$ cat src/rtl/arb_pkg.sv
// Shared definitions for the round-robin arbiter.
// State encoding and default sizing constants.
package arb_pkg;

    typedef enum logic {
        ARB_IDLE  = 1'b0,
        ARB_GRANT = 1'b1
    } arb_state_e;

    localparam int ARB_N        = 8;
    localparam int ARB_MAX_HOLD = 16;

endpackage

$ cat src/rtl/rr_pick.sv
// Rotating-priority pick: first requester at or after ptr,
// found by scanning the doubled request vector {req,req}.
module rr_pick
    import arb_pkg::*;
#(
    parameter int N   = ARB_N,
    parameter int IDW = $clog2(N)
) (
    input  logic [N-1:0]   req,
    input  logic [IDW-1:0] ptr,
    output logic [IDW-1:0] winner,
    output logic           any
);

    logic [2*N-1:0] req2;

    assign req2 = {req, req};

    always_comb begin
        winner = '0;
        any    = 1'b0;
        for (int k = 0; k < 2 * N; k++) begin
            if (!any && (k >= int'(ptr)) && req2[k]) begin
                any = 1'b1;
                // Upper copy maps back into 0..N-1
                if (k >= N) begin
                    winner = IDW'(k - N);
                end else begin
                    winner = IDW'(k);
                end
            end
        end
    end

endmodule

$ cat src/rtl/rr_arbiter.sv
// Round-robin arbiter with hold-until-done grant and
// optional forced release after MAX_HOLD cycles.
module rr_arbiter
    import arb_pkg::*;
#(
    parameter int N        = ARB_N,
    parameter int IDW      = $clog2(N),
    parameter int MAX_HOLD = ARB_MAX_HOLD
) (
    input  logic           clk,
    input  logic           rst_n,
    input  logic [N-1:0]   req,
    input  logic           done,
    output logic [N-1:0]   gnt,
    output logic [IDW-1:0] gnt_id,
    output logic           gnt_valid,
    output logic           timeout
);

    localparam int HCW = (MAX_HOLD > 0) ? $clog2(MAX_HOLD + 1) : 1;
    localparam logic [HCW-1:0] HOLD_LAST =
        (MAX_HOLD > 0) ? HCW'(MAX_HOLD - 1) : '0;
    localparam logic [IDW-1:0] LAST_ID = IDW'(N - 1);

    arb_state_e     state_q, state_d;
    logic [IDW-1:0] ptr_q, ptr_d;
    logic [IDW-1:0] owner_q, owner_d;
    logic [HCW-1:0] hold_cnt_q, hold_cnt_d;
    logic [N-1:0]   gnt_q, gnt_d;
    logic           gnt_valid_q, gnt_valid_d;
    logic           timeout_q, timeout_d;

    logic [IDW-1:0] winner;
    logic           any;
    logic           own_req;
    logic           hit_max;
    logic           release_now;

    rr_pick #(
        .N   (N),
        .IDW (IDW)
    ) u_pick (
        .req    (req),
        .ptr    (ptr_q),
        .winner (winner),
        .any    (any)
    );

    assign own_req     = req[owner_q];
    assign hit_max     = (MAX_HOLD != 0) && (hold_cnt_q == HOLD_LAST);
    assign release_now = done || !own_req || hit_max;

    always_comb begin
        state_d     = state_q;
        ptr_d       = ptr_q;
        owner_d     = owner_q;
        hold_cnt_d  = hold_cnt_q;
        gnt_d       = gnt_q;
        gnt_valid_d = gnt_valid_q;
        timeout_d   = 1'b0;
        unique case (state_q)
            ARB_IDLE: begin
                if (any) begin
                    state_d     = ARB_GRANT;
                    owner_d     = winner;
                    gnt_d       = N'(1) << winner;
                    gnt_valid_d = 1'b1;
                    hold_cnt_d  = '0;
                end
            end
            ARB_GRANT: begin
                if (release_now) begin
                    state_d     = ARB_IDLE;
                    gnt_d       = '0;
                    gnt_valid_d = 1'b0;
                    hold_cnt_d  = '0;
                    ptr_d       = (owner_q == LAST_ID) ? '0
                                : owner_q + IDW'(1);
                    // Voluntary release wins over the hold limit
                    timeout_d   = hit_max && !done && own_req;
                end else begin
                    hold_cnt_d = hold_cnt_q + HCW'(1);
                end
            end
            default: state_d = ARB_IDLE;
        endcase
    end

    always_ff @(posedge clk or negedge rst_n) begin
        if (!rst_n) begin
            state_q     <= ARB_IDLE;
            ptr_q       <= '0;
            owner_q     <= '0;
            hold_cnt_q  <= '0;
            gnt_q       <= '0;
            gnt_valid_q <= 1'b0;
            timeout_q   <= 1'b0;
        end else begin
            state_q     <= state_d;
            ptr_q       <= ptr_d;
            owner_q     <= owner_d;
            hold_cnt_q  <= hold_cnt_d;
            gnt_q       <= gnt_d;
            gnt_valid_q <= gnt_valid_d;
            timeout_q   <= timeout_d;
        end
    end

    assign gnt       = gnt_q;
    assign gnt_id    = owner_q;
    assign gnt_valid = gnt_valid_q;
    assign timeout   = timeout_q;

endmodule

$ cat config.mk
export PLATFORM = sky130hd
export DESIGN_NAME = rr_arbiter
export DESIGN_NICKNAME = d
export VERILOG_FILES = /design/src/rtl/arb_pkg.sv /design/src/rtl/rr_pick.sv /design/src/rtl/rr_arbiter.sv
export SDC_FILE = /design/constraint.sdc
export NUM_CORES = 1
export LEC_CHECK = 0
export ABC_AREA = 1
export BUFFER_PORTS_ARGS = -buffer_cell sky130_fd_sc_hd__buf_2
export CORE_MARGIN = 2
export CORE_UTILIZATION = 35
export DETAILED_ROUTE_END_ITERATION = 10
export GPL_TIMING_DRIVEN = 0
export HOLD_SLACK_MARGIN = 0.12
export MAX_ROUTING_LAYER = met4
export PLACE_DENSITY = 0.52
export RECOVER_POWER = 50
export SYNTH_ARGS = -nofsm -noshare
export SYNTH_HDL_FRONTEND = slang
export SYNTH_HIERARCHICAL = 1
export SYNTH_SLANG_ARGS = --single-unit
$ cat constraint.sdc
create_clock -name clk -period 4.1 [get_ports clk]
set_input_delay 0.205 -clock clk [delete_from_list [all_inputs] [get_ports clk]]
set_output_delay 0.205 -clock clk [all_outputs]
set_load 0.01 [all_outputs]
==> summary.md, run 1 <==
| Metric | Value |
|---|---|
| Status | complete, no violations |
| Initial Utilization | 36.61% |
| Vias in the first global route | 1206 |
| Routed Antenna Nets | 0 |
| CTS tree | built |
| Yosys warnings | 6 |
| Most common cell after layout, fill and taps aside | nand2_1 |
| Endpoints failing setup | 0 |
| Worst-margin pin slew | roughly 1.2 ns |
| Slew HR | between 10% and 20% |
| Share of layout cells above drive strength 1 | between 20 and 25% |
| Die Area | about 4700 µm² |
| Fin crit share | between 50% and 60% |
| Clock Tree Buf Depth | 2 |
| # rows | 23 |
| Core footprint | just over 4000 µm² |
| Maximum clock rate | about 450 MHz |
| TritonCTS Buffers | 3 |
| CP max FO | 6 |
| Fin. max-slew vios | 0 |
| Mapped Cells | approximately 190 |
| Fillers | around 430 |
| Die width | between 60 and 70 µm |
| Setup Total Neg Slack | 0 ns |
| Via count | 1267 |
| Crit Path Category | flop to flop |
| Cells after DPL | about 260 |
| Global route total overflow | 0 |
| Via density | approximately 4.7 |
| Die Ht | 68.92 µm |
| GR Util All Layers | 16.07% |
| HPWL after detailed placement | between 2 and 3 mm |
| Residual DRC | 0 |
| Period minus WS final | about 2.2 ns |
| Required @ worst endpoint | between 4 and 5 ns |
| Largest net degree at the start of global routing | 23 |
| Clock Sinks | 22 |
| Register area share after synthesis | 37.32% |
| Worst skew pair latency | around 0.27 ns |
| Pre-Repair DR Iteration Count | 4 |
| Clock H-tree levels | 1 |
| Ant. Diodes | 0 |
| Worst reg2reg startpoint | ptr_q[0]$_DFFE_PN0P_ |
| CP endpoint kind | flop |
| CP Launch Point | ptr_q[0]$_DFFE_PN0P_ |
| Final Hold Viols | 0 |
| DR iter-0 viols | just over 60 |
| FF+latch count, synth | 22 |
| Hold Path Depth | 4 |
| Power density cells | between 600 and 700 nW/µm² |
| Final net count | ~240 |
| Cell variety after synth | 30 |
| Clock transition at the registers of the reported paths | 0.08 ns |
| Mapped Area | between 1000 and 1500 µm² |
| Leakage | 0.9039 nW |
| Post-DR wirelength/cell | around 12 µm |
| Synthesized area per cell | 7.723 µm² |
| RSZ-0062 raised after global routing | no |
| Hold crit path type | input port to flop |
| RePlAce Congestion | 0.7368 |
| Max Cap Viol | 0 |
| Final cell count without fillers | ~270 |
| Initial antenna violation count | 0 |
| Io pins | 24 |
| Drt total wl | 3.222 mm |
| Commonest cells after routing, fill and taps aside | nand2_1, inv_1, dfrtp_1 |
| Startpoint types | flop |
| Clock skew | roughly 0.0036 ns |
| Worst R2R Path Depth | 11 |
| Syn_nets | approximately 210 |
| Data arrival, critical path | about 2.4 ns |
| Post-CTS Resized | 0 |
| CTS root buffer | clkbuf_8 |
| Area grow syn2layout | 15.86% |
| Hold_sp | done |
| Util after Layout | a little over two fifths |
| First-pass GRT wire length | ~5.5 mm |
| I/O Buffers | 23 |
| Peak supply drop | between 200 and 300 µV |
-- cell type report --
type	instances	area [µm²]	share of cell area (%)
timing repair buffer	24	116.4	6.808
inverter	29	108.9	6.369
tap	50	62.56	3.660
buffer	3	32.53	1.903
multi-input combinational	137	783.3	45.83
sequential	22	550.5	32.21
clock buffer	4	55.05	3.221
-- state kept, by name, summed over array words and instances, names as in the netlist --
name,flops
gnt_valid,1
gnt,8
ptr_q,3
gnt_id,3
state_q,1
timeout,1
hold_cnt_q,5
-- path summary, 6_finish.rpt --
kind	end	slack, ns
max in group asynchronous	ptr_q[2]$_DFFE_PN0P_	2.66
min	timeout$_DFF_PN0_	0.26
min reg2reg	gnt_valid$_DFFE_PN0P_	0.48
min in group asynchronous	hold_cnt_q[2]$_DFFE_PN0P_	0.71
max reg2reg	gnt[0]$_DFFE_PN0P_	1.89
max	gnt[0]$_DFFE_PN0P_	1.89
-- synth_stat cells (all sizes together) --
master	instances	area share (%)
inv	29	7.4
o21a	1	0.51
a21oi	2	0.68
buf	3	2.2
nand3	30	14
ha	4	3.4
o21ai	10	3.4
or2	1	0.42
nand3b	1	0.51
and3	1	0.42
nor2	15	4.7
nand2	60	16
xnor2	1	0.59
dfrtp	22	37
nand4	6	5.4
o2111ai	1	0.59
xor2	1	0.59
nor4	2	0.85
a211o	1	0.68
-- what timing repair did --
item	in CTS	in global routing
hold endpoints to repair	22	0
hold buffers	1	0
buffers inserted	0	0
-- critical path: stages, from the launching register on --
cell and delay [ns]:
dfrtp_1 0.40, nand2_1 0.10, o21ai_1 0.25, nand4_2 0.14, nor2_2 0.14, nand4_2 0.12
nor2_2 0.16, nand4_1 0.14, nor2_1 0.40, inv_1 0.11, nand3_1 0.10, nand2_1 0.05
-- through the flow --
| step | worst slack, ns | total power, mW | hold slack, ns | area (µm²) |
|---|---|---|---|---|
| finish | 1.888 | 1.150 | 0.2636 | 1709 |
| global route | 1.657 | 1.266 | 0.2840 | 1709 |
| CTS | 1.884 | 1.173 | 0.2614 | 1718 |
| detailed placement | 1.890 | 1.010 | 0.2114 | 1653 |
| global placement | 1.877 | 1.006 | 0.2083 | 1653 |
| floorplan | 2.192 | 0.8356 | -0.09059 | 1475 |
-- routing by layer --
metal  up-vias  global-route usage (%)  part of all wire [%]
li1        670                       -                     -
met1       569                   21.36                    49
met2        23                   25.12                    45
met3         5                   1.623                   3.8
met4         0                   6.618                   1.8
met5         -                       -                     0
-- kinds of logic (layout without fill, tap and decap cells) --
kind of cell | after synthesis | count (layout) | synth area share (%)
flip-flops | 22 | 22 | 37.32
adder cells (fa/ha/maj) | 4 | 4 | 3.393
AND/OR/NAND/NOR | 116 | 116 | 42.66
AO/OA/AOI/OAI | 15 | 15 | 5.852
buffers and inverters | 32 | 60 | 9.585
XOR/XNOR | 2 | 2 | 1.188
-- report_power, final --
group / switching (mW) / internal, mW
Combinational: 0.398 / 0.227
Clock: 0.0741 / 0.0858
Sequential: 0.0717 / 0.294
No activity file was read; power rests on OpenSTA's default activity.
==> run 2: changes to the inputs <==
- ABC_AREA: 1 -> 0
- PLACE_DENSITY: 0.52 -> 0.54
- clock period: 4.1 -> 2 ns (I/O delays scaled with it)
==> summary.md, run 2 <==
| Metric | Value |
|---|---|
| Status | finished, violations left |
| Failing checks | negative setup slack |
| Instance count on the critical path | 7 (-4) |
| Post-route setup slack | -0.01065 ns (-1.898 ns) |
| Vias in the first global route | 1180 (-2.2%) |
| Largest net degree at the start of global routing | 23 (unchanged) |
| Peak supply drop | 495.8 µV (+93%) |
| CP max FO | 6 (unchanged) |
| Dominant synthesized flop cell | dfrtp_1 |
| Leakage | 0.8567 nW (-5.2%) |
| Cell taking the most area after synthesis | dfrtp_1 |
| Global route total overflow | 0 (unchanged) |
| RePlAce Congestion | 0.8829 (+20%) |
| Number of synthesized flops with an enable pin | 0 (unchanged) |
| Via density | 5.269 (+12%) |
| # rows | 23 (unchanged) |
| Initial antenna violation count | 0 (unchanged) |
| First-pass GRT wire length | 5.230 mm (-4.3%) |
| Worst skew pair latency | 0.26 ns (about the same) |
| Dpl cell area | 1589 µm² (-3.9%) |
| Final net count | 200 (-15%) |
| Slew HR | 20.89% (+3.2 points) |
| Cell variety after synth | 50 (+67%) |
| Worst reg2reg startpoint | ptr_q[0]$_DFFE_PN0P_ |
| Worst-margin pin slew | 1.187 ns (-0.04745 ns) |
| Period minus WS final | 2.011 ns (-0.2018 ns) |
| Commonest cells after routing, fill and taps aside | dfrtp_1, buf_2, inv_1 |
| RSZ-0062 raised after global routing | yes |
| Die width | 67.50 µm (-2.1%) |
| Ant. Diodes | 0 (unchanged) |
| Design Area, Final | 1976 µm² (+16%) |
| DR iter-0 viols | 40 (-34%) |
| Mapped Cells | 140 (-27%) |
| Util after Layout | 50.11% (+7.7 points) |
| Maximum clock rate | 497.4 MHz (+10%) |
| CP endpoint | gnt[1]$_DFFE_PN0P_ |
| Syn_nets | 155 (-25%) |
| Worst R2R Path Depth | 7 (-4) |
| HPWL after detailed placement | 2.327 mm (-7.7%) |
| Clock H-tree levels | 1 (unchanged) |
| Endpoints failing setup | 1 (+1) |
| Share of layout cells above drive strength 1 | 43.48% (+22 points) |
| Slowest cell on the critical path | dfrtp_2 |
| Hold crit path type | input port to flop |
| Fin crit share | 100.5% (+47 points) |
| Mapped Area | 1411 µm² (-4.3%) |
| GR Util All Layers | 15.48% (-0.59 points) |
| Pre-Repair DR Iteration Count | 4 (unchanged) |
| Required @ worst endpoint | 2.18 ns (-2.08 ns) |
| CP Launch Point | ptr_q[0]$_DFFE_PN0P_ |
| Io pins | 24 (unchanged) |
| Final Hold Viols | 0 (unchanged) |
| Clock transition at the registers of the reported paths | 0.08 ns (about the same) |
| Clock Tree Buf Depth | 2 (unchanged) |
| Worst-path cell chain | nor2b_4, a31oi_4, a211oi_4, nand2_2, o311ai_4, nand2b_1, o32ai_2 |
| Via count | 1233 (-2.7%) |
| Most common cell in the netlist | dfrtp_1 |
| Die Ht | 67.50 µm (-2.1%) |
| Fin. max-slew vios | 0 (unchanged) |
| CP endpoint kind | flop |
| FF+latch count, synth | 22 (unchanged) |
| I/O Buffers | 23 (unchanged) |
| Max Cap Viol | 0 (unchanged) |
| Initial Utilization | 35.80% (-0.82 points) |
| TritonCTS Buffers | 3 (unchanged) |
| Max FFs per register | 8 (unchanged) |
| Synthesized area per cell | 10.08 µm² (+31%) |
| Die Area | 4556 µm² (-4.1%) |
| Power density cells | 1460 nW/µm² (+120%) |
| Worst r2r dst | gnt[1]$_DFFE_PN0P_ |
| Register area share after synthesis | 39.01% (+1.7 points) |
| Area grow syn2layout | 39.98% |
| Top cells by count, synth | dfrtp_1, inv_1, nand2_1 |
| Core footprint | 3943 µm² (-2.1%) |
| Post-synth top area share | 39.01% (+1.7 points) |
| Crit path max-delay family | compound AO/OA/AOI/OAI gates |
| Reg-to-reg slack, setup | -0.01 ns (-1.90 ns) |
| Post-DR wirelength/cell | 14.65 µm (+22%) |
| Slowest stage delay, CP | 0.43 ns (+0.03 ns) |
| CP bufs+invs | 0 (-1) |
| Data arrival, critical path | 2.19 ns (-0.19 ns) |
| Async S/R FF share, synth | 100.0% (unchanged) |
| Startpoint types | flop |
| CTS tree | built |
| Routed Antenna Nets | 0 (unchanged) |
| Crit Path Category | flop to flop |
| Yosys warnings | 6 (unchanged) |
| Residual DRC | 0 (unchanged) |
| CTS root buffer | clkbuf_8 |
| Clock Sinks | 22 (unchanged) |
| Largest cells by area after synthesis | dfrtp_1, inv_1, ha_1 |
| Drt total wl | 3.428 mm (+6.4%) |
| Clock skew | 0.003368 ns (-0.0001897 ns) |
| Hold Slack | 0.1750 ns (-0.08864 ns) |
run 2: changes by cell type in the layout (fill, tap and decap cells not counted), moves of 4 or more:
cell,before,now
a31oi_4,0,4
inv_1,27,17
o21ai_0,9,1
nor2_1,12,7
nand3_1,19,3
clkbuf_1,7,3
buf_4,1,13
nand3_2,11,1
o22ai_1,0,4
nand2_1,57,10
buf_6,0,4
run 2: per-layer routing:
| metal | track usage (%) | share of wire (%) |
|---|---|---|
| met1 | 19.52 | 44 |
| met2 | 25.74 | 51 |
| met3 | 2.000 | 3.2 |
| met5 | - | 0 |
| met4 | 4.847 | 1.8 |
run 2: what timing repair did:
action	CTS	global route
setup endpoints to repair	19	13
setup buffers	3	13
hold buffers	1	0
hold endpoints to repair	22	0
pin swaps	2	10
gates resized for setup	15	18
run 2: layout make-up:
cell class                      instances  area [µm²]
Fill cell                             361        1967
Buffer                                  2       22.52
Inverter                               17       63.81
Clock buffer                            3       41.29
Timing Repair Buffer                   40       246.5
Multi-Input combinational cell         99       955.9
Sequential cell                        22       553.0
Clock inverter                          1       30.03
Tap cell                               50       62.56
run 2: how the worst min path moves through the flow:
stage / slack [ns] / cells after the start / from / to
global route: 0.18 / 2 / done / timeout$_DFF_PN0_
CTS: 0.17 / 2 / done / timeout$_DFF_PN0_
global placement: 0.09 / 1 / rst_n / gnt[0]$_DFFE_PN0P_
detailed placement: 0.1 / 1 / rst_n / gnt[0]$_DFFE_PN0P_
finish: 0.18 / 2 / done / timeout$_DFF_PN0_
floorplan: -0.20 / 0 / rst_n / gnt[0]$_DFFE_PN0P_
run 2: where the power goes:
group / internal, mW / total, mW / switching [mW]
logic: 0.851 / 1.72 / 0.870
clock network: 0.267 / 0.412 / 0.144
registers: 0.603 / 0.750 / 0.148
total: 1.72 / 2.88 / 1.16
run 2: kinds of logic after synthesis:
family,after synthesis,share of synthesized area (%)
flops,22,39.01
compound gates,37,23.94
buf+inv,19,6.117
mux,10,8.865
fa+ha+maj,4,3.546
simple gates,48,18.53
run 2: through the flow:
step                cells  TNS [ns]  setup WS [ns]  power, mW
floorplan             140         0        0.08463      1.688
global placement      213    -3.181        -0.3254      1.990
detailed placement    213    -3.181        -0.3466      2.011
CTS                   221  -0.04217       -0.04217      2.569
global route          234   -0.5514        -0.1219      3.083
finish                234  -0.01065       -0.01065      2.884
